### src/rtl/mem_port_arbiter.sv
// Two-requester (fetch / data) arbiter onto a single memory port, with an ack timeout.
// Define MEM_ARB_ROUND_ROBIN_EN to alternate grants on contention (default: data always wins).
module mem_port_arbiter #(
    parameter int unsigned TIMEOUT = 16
) (
    input  logic        clk,
    input  logic        reset_n,

    input  logic        i_req,
    input  logic [31:0] i_addr,
    input  logic        d_req,
    input  logic        d_we,
    input  logic [31:0] d_addr,
    input  logic [31:0] d_wdata,

    output logic        i_done,
    output logic [31:0] i_rdata,
    output logic        d_done,
    output logic [31:0] d_rdata,
    output logic        err,
    output logic        busy,

    output logic        mem_req,
    output logic        mem_we,
    output logic [31:0] mem_addr,
    output logic [31:0] mem_wdata,
    input  logic [31:0] mem_rdata,
    input  logic        mem_ack
);

    typedef enum logic [1:0] {IDLE, BUSY_I, BUSY_D, RESP} state_e;
    typedef enum logic {GNT_I, GNT_D} gnt_e;

    localparam logic [7:0] TO_LAST = 8'(TIMEOUT - 1);

    state_e      state_q;
    gnt_e        last_gnt_q;
    logic [7:0]  cnt_q;
    logic        mem_req_q, mem_we_q;
    logic [31:0] mem_addr_q, mem_wdata_q;
    logic        i_done_q, d_done_q, err_q;
    logic [31:0] i_rdata_q, d_rdata_q;

    logic        pick_d;
    logic        finish;

`ifdef MEM_ARB_ROUND_ROBIN_EN
    // On contention, favour whoever did not win last time.
    assign pick_d = d_req && (!i_req || (last_gnt_q == GNT_I));
`else
    logic last_gnt_unused;
    assign last_gnt_unused = last_gnt_q;
    assign pick_d          = d_req;
`endif

    // Ack takes priority over timeout, so a late ack on the last cycle is a clean completion.
    assign finish = mem_ack || (cnt_q == TO_LAST);

    always_ff @(posedge clk or negedge reset_n) begin
        if (!reset_n) begin
            state_q     <= IDLE;
            last_gnt_q  <= GNT_I;
            cnt_q       <= '0;
            mem_req_q   <= 1'b0;
            mem_we_q    <= 1'b0;
            mem_addr_q  <= '0;
            mem_wdata_q <= '0;
            i_done_q    <= 1'b0;
            d_done_q    <= 1'b0;
            err_q       <= 1'b0;
            i_rdata_q   <= '0;
            d_rdata_q   <= '0;
        end else begin
            i_done_q <= 1'b0;
            d_done_q <= 1'b0;
            err_q    <= 1'b0;
            case (state_q)
                IDLE: begin
                    if (i_req || d_req) begin
                        mem_req_q <= 1'b1;
                        cnt_q     <= '0;
                        if (pick_d) begin
                            state_q     <= BUSY_D;
                            last_gnt_q  <= GNT_D;
                            mem_we_q    <= d_we;
                            mem_addr_q  <= d_addr;
                            mem_wdata_q <= d_wdata;
                        end else begin
                            state_q    <= BUSY_I;
                            last_gnt_q <= GNT_I;
                            mem_we_q   <= 1'b0;
                            mem_addr_q <= i_addr;
                        end
                    end
                end
                BUSY_I, BUSY_D: begin
                    cnt_q <= cnt_q + 8'd1;
                    if (finish) begin
                        state_q   <= RESP;
                        mem_req_q <= 1'b0;
                        mem_we_q  <= 1'b0;
                        err_q     <= !mem_ack;
                        if (state_q == BUSY_I) begin
                            i_done_q  <= 1'b1;
                            i_rdata_q <= mem_ack ? mem_rdata : 32'h0;
                        end else begin
                            d_done_q <= 1'b1;
                            // Completed writes leave the last load word in place.
                            if (!mem_ack)
                                d_rdata_q <= 32'h0;
                            else if (!mem_we_q)
                                d_rdata_q <= mem_rdata;
                        end
                    end
                end
                RESP: state_q <= IDLE;
                default: state_q <= IDLE;
            endcase
        end
    end

    assign busy      = (state_q != IDLE);
    assign mem_req   = mem_req_q;
    assign mem_we    = mem_we_q;
    assign mem_addr  = mem_addr_q;
    assign mem_wdata = mem_wdata_q;
    assign i_done    = i_done_q;
    assign d_done    = d_done_q;
    assign err       = err_q;
    assign i_rdata   = i_rdata_q;
    assign d_rdata   = d_rdata_q;

endmodule

### config.mk
export PLATFORM = sky130hd
export DESIGN_NAME = mem_port_arbiter
export DESIGN_NICKNAME = d
export VERILOG_FILES = /design/src/rtl/mem_port_arbiter.sv
export SDC_FILE = /design/constraint.sdc
export NUM_CORES = 1
export LEC_CHECK = 0
export ABC_AREA = 1
export BUFFER_PORTS_ARGS = -buffer_cell sky130_fd_sc_hd__buf_2
export CORE_MARGIN = 2
export CORE_UTILIZATION = 43
export CTS_BUF_LIST = sky130_fd_sc_hd__clkbuf_4 sky130_fd_sc_hd__clkbuf_8 sky130_fd_sc_hd__clkbuf_16
export DETAILED_ROUTE_END_ITERATION = 6
export GPL_TIMING_DRIVEN = 0
export HOLD_SLACK_MARGIN = 0.02
export MAX_ROUTING_LAYER = met4
export PLACE_DENSITY = 0.76
export SETUP_SLACK_MARGIN = 0.15
export SLEW_MARGIN = 20
export SYNTH_ARGS = -nofsm -noshare
export SYNTH_HDL_FRONTEND = slang
export SYNTH_SLANG_ARGS = --single-unit
### constraint.sdc
create_clock -name clk -period 1.5 [get_ports clk]
set_input_delay 0.075 -clock clk [delete_from_list [all_inputs] [get_ports clk]]
set_output_delay 0.075 -clock clk [all_outputs]
set_load 0.1 [all_outputs]
Word level (Yosys, flattened, before mapping)

Index checks and enable logic that the tools add are counted.

Mux-type cells: 24
Bitwise operators: 1
Reductions and logical operators: 14
Add/subtract/negate cells: 1
Equal/unequal tests: 7

Operators with widths:

| kind                                           | number |
|---|---|
| two-way mux 32 bit                             | 4 |
| case mux 8 bit (2 select lines)                | 1 |
| two-way mux 1 bit                              | 12 |
| AND reduction 3 bit                            | 3 |
| adder 8 x 1 -> 8 bit (second input constant)   | 1 |
| == test 8 x 4 -> 1 bit (second input constant) | 1 |
| two-way mux 8 bit                              | 1 |
| two-way mux 2 bit                              | 3 |
| != test 2 bit (second input constant)          | 3 |
| case mux 2 bit (3 select lines)                | 1 |
| AND reduction 2 bit                            | 3 |
| == test 2 bit (second input constant)          | 2 |
| case mux 1 bit (2 select lines)                | 2 |
| AND reduction 4 bit                            | 1 |
| nonzero test 2 bit                             | 2 |
| == test 2 x 1 -> 1 bit (second input constant) | 1 |
| zero test 2 bit                                | 1 |
| logical OR 1 bit                               | 2 |
| OR reduction 2 bit                             | 1 |
| zero test 1 bit                                | 1 |
| NOT 1 bit                                      | 1 |

Output and inout port bits: 134
Flip-flop bits (word level): 143
Logic and storage cells: 58

Longest topological paths before layout

Word-level depth: 4
Mapped depth: 11
Depth with buffers taken out: 9

Worst setup path before layout

OpenSTA, ideal clock, no wires.

Path type: register to register
From: register mem_we_q, in the netlist mem_we
To: register d_rdata_q[10], in the netlist d_rdata[10]
Arrival time: 1.547 ns
Path buffers: 1
Stages on the path, launching flop included: 6
Slack: -0.170 ns
Period minus slack after synthesis: 1.670 ns
Cell sequence: dfrtp_1 > a21oi_2 > nand3_2 > buf_6 > nand2_1 > nand2_1

Longest elaborated chain between the ends: 2

RTL lines:

| item                                 | RTL line | source |
|---|---|---|
| from (decl)                          | 39       | `logic mem_req_q, mem_we_q;` |
| from (signal assigned)               | 85       | `mem_we_q <= d_we;` |
| != test 2 bit (no source line)       | --       |  |
| AND reduction 4 bit (no source line) | --       |  |
| to (signal assigned)                 | 112      | `d_rdata_q <= mem_rdata;` |
| to (decl)                            | 42       | `logic [31:0] i_rdata_q, d_rdata_q;` |

No other way between the ends.
A chain may end at the register's enable or synchronous reset.

Worst setup path in the final report

From: register state_q[0]
To: register mem_addr_q[14], in the netlist mem_addr[14]

Longest elaborated chain between the ends: 2

RTL lines:

| item                                 | RTL line | source |
|---|---|---|
| from (decl)                          | 36       | `state_e state_q;` |
| from (signal assigned)               | 61       | `state_q <= IDLE;` |
| from (signal assigned)               | 83       | `state_q <= BUSY_D;` |
| from (signal assigned)               | 89       | `state_q <= BUSY_I;` |
| zero test 2 bit                      | --       |  |
| AND reduction 2 bit (no source line) | --       |  |
| to (signal assigned)                 | 86       | `mem_addr_q <= d_addr;` |
| to (signal assigned)                 | 92       | `mem_addr_q <= i_addr;` |
| to (decl)                            | 40       | `logic [31:0] mem_addr_q, mem_wdata_q;` |

No other way between the ends.

==> flow_summary.yaml <==
clocking:
  insertion_delay_ps: 420
  cts-buffers-inserted: 17
  htreeDepth: 4
  max-clock-path-buffers: 2
  tritoncts_num_sinks: 143
  cts_tree: "built"
  root_buffer: "clkbuf_16"
  clk_pin_slew_ps: 60
route:
  detail_route.wl_per_cell_um: 18.3
  vias_per_cell: 5.44
  length_of_the_first_detailed_routing_pass_in_iterations: 6
  drc_errors: 0
  aggregate_routed_wire_length_um: 26300
  via_count: 7801
  detail-route-antenna-nets: 0
  first_iter_violations: 719
place:
  place_congestion: 0.880
  place.port_buffers: 267
  dp_hpwl_um: 12900
timing:
  slew_violations: 0
  grt_setup_unrepaired: "yes"
  min_cycle_time_layout_ps: 1660
  timing.clock.skew_ps: 12.7
  worstMarginPinSlew_ps: 637
  maximum_clock_rate_mhz: 602
  post-route-period-util: 1.11
  slew-limit-headroom: 0.575
  hold_violations: 0
  finalSetupViolCount: 75
  setup_slack_ps: -160
floorplanning:
  die-area_mm2: 0.0157
  die_height_um: 125
  placementRows: 44
  ioPinCount: 268
  coreArea_mm2: 0.0145
  floorplan.initialDensity: 0.438
  die_w_um: 125
synth:
  post_synth_mux_area_share: 0
  syn_inst: 772
  synthesis.yosys.warnings: 0
  synth_adder_area_share: 0.00592
  synth_most_common_cell: "nand2_1"
  synth-edff-count: 0
  synth_top_area_cell: "dfrtp_1"
  synth.net_count: 909
  synth-xor-area-share: 0
  synth.top_cells.by_area: "dfrtp_1 56%, nand2_1 21%, nand4_1 6.7%"
  share_of_yosys_cell_area_claimed_by_the_top_area_cell_type: 0.565
  seq_area_frac_synth: 0.565
  yosys-top-cells-count: "353 x nand2_1, 143 x dfrtp_1, 68 x nand4_1"
  synthSimpleGateAreaFrac: 0.316
  synth.lib_cells_used.distinct: 19
  postSynth.topFlopCell: "dfrtp_1"
  post_synth.cell_area_avg_um2: 8.21
  synth_top_family_by_area: "simple AND/OR/NAND/NOR gates"
  synth_seq_cells: 143
  synth-compound-area-share: 0.0438
  mappedNetlistArea_mm2: 0.00634
  async_flop_share: 1.00
global_routing:
  grt_use_met3: 0.0689
  grt_antenna_before_repair: 3
  global_route_met2_usage: 0.502
  grt_max_degree: 84
  grt_overflow_total: 0
  gr-usage-all-layers: 0.307
  met1_usage: 0.341
  grt_pass1_vias: 7727
  top_usage_layer: "met2"
  grt_pass1_wl_um: 37600
critical_path:
  rr_startpoint: "state_q[0]"
  cp-startpoint: "state_q[0]"
  r2r_slack_ps: -160
  arrival_ps: 1950
  crit_chain: "inv_2 > ha_4 > o21ai_4 > inv_2 > buf_8 > clkbuf_16 > nor2_2 > a31oi_1"
  endpoint_kind: "flop"
  worst-setup-path-type: "flop to flop"
  cp.required_ps: 1790
  timing.critical_path.fanout_max: 6
  critPathMostFrequentCell: "inv_2"
  startpoint_type: "flop"
  longest_individual_stage_delay_on_the_worst_path_ps: 400
  slowest_stage: "dfrtp_1"
finish:
  filler_cell_count: 832
  ff_latch_area_mm2: 0.00358
  areaGrowthSynthToFinish_pct: 77.3
  final_layout_size_suffix_gt1_frac: 0.413
  multiInputGateArea_mm2: 0.00291
  num-nets-final: 1372
  final_util: 0.776
outcome:
  status: "finished, violations left"
  violations: "negative setup slack"
hold_path:
  worstHoldPathType: "primary input to flop"
  worstHoldStart: "mem_ack"
flow_run:
  maxCapViolCount: 0
[sequential cells by signal (all words and copies together), names as in the netlist]
name,flops
mem_req,1
i_rdata,32
err,1
mem_addr,32
i_done,1
state_q,2
mem_wdata,32
mem_we,1
d_done,1
d_rdata,32
cnt_q,8
[worst max-delay path: cells and delay by family (launching register included)]
family                   cells  cell delay (ps)
AND/OR/NAND/NOR              1               40
adder cells (fa/ha/maj)      1              220
flip-flops                   1              400
AO/OA/AOI/OAI                2              360
buffers and inverters        4              510
[final timing paths]
kind | endpoint | cells past startpoint
worst min register to register | d_rdata[1] | 2
worst min-delay path | d_rdata[1] | 4
max in group asynchronous | mem_req | 3
worst max register to register | mem_addr[14] | 8
worst max-delay path | mem_addr[14] | 8
min in group asynchronous | i_rdata[16] | 2
[layer usage]
layer  vias up  share of wire
met4         0          0.066
met3       156          0.061
met5         -              0
met1      3756           0.36
met2       465           0.52
li1       3424              -
[cells in the final DEF, fill, tap and decap left out, types with 5 or more instances in the layout]
cell	instances
clkbuf_2	7
nand3_1	9
clkbuf_16	20
nand2_1	295
inv_2	6
buf_6	29
clkbuf_1	10
a31oi_2	5
buf_8	7
clkbuf_4	19
nor2_2	12
a31oi_1	26
nand2_4	10
nand2_2	48
nor2_4	25
clkinv_2	5
inv_1	40
dfrtp_1	142
nand4_1	68
buf_12	8
nor2_1	7
buf_2	255
dlygate4sd3_1	130
buf_4	24
[per-stage QoR]
step	cell area, um2	cells	worst slack (ps)	TNS (ps)	hold slack, ps
floorplan	6430	772	25.0	0	-221
global placement	7990	1223	-1960	-250200	270
detailed placement	8030	1224	-270	-9970	114
CTS	10400	1410	-32.5	-961	115
global route	11200	1434	-222	-10520	179
finish	11200	1434	-160	-5560	144
[cells by family (layout without fill, tap and decap cells)]
kind of cell | Yosys count | after routing
DFF | 143 | 143
buffers and inverters | 102 | 576
and+or+nand+nor | 480 | 481
adders and majority gates | 3 | 3
other | 0 | 3
AOI/OAI and AO/OA | 44 | 44
[final cells by class]
| type | instances | area share |
|---|---|---|
| Clock buffer | 20 | 0.0415 |
| Tap cell | 184 | 0.0205 |
| Timing Repair Buffer | 443 | 0.289 |
| Antenna cell | 3 | 0.000668 |
| Clock inverter | 11 | 0.0124 |
| Multi-Input combinational cell | 528 | 0.259 |
| Buffer | 52 | 0.0400 |
| Sequential cell | 143 | 0.319 |
| Inverter | 50 | 0.0184 |
[what timing repair did]
item | CTS | global route
resized for setup | 101 | 171
setup buffers | 19 | 15
gates cloned | 6 | 6
hold endpoints to repair | 201 | 0
pin swaps | 15 | 17
hold buffers | 130 | 0
setup endpoints to repair | 142 | 146
Power is not shown: default switching activity piles up to over one toggle a cycle in this logic, so the estimate is an artifact.
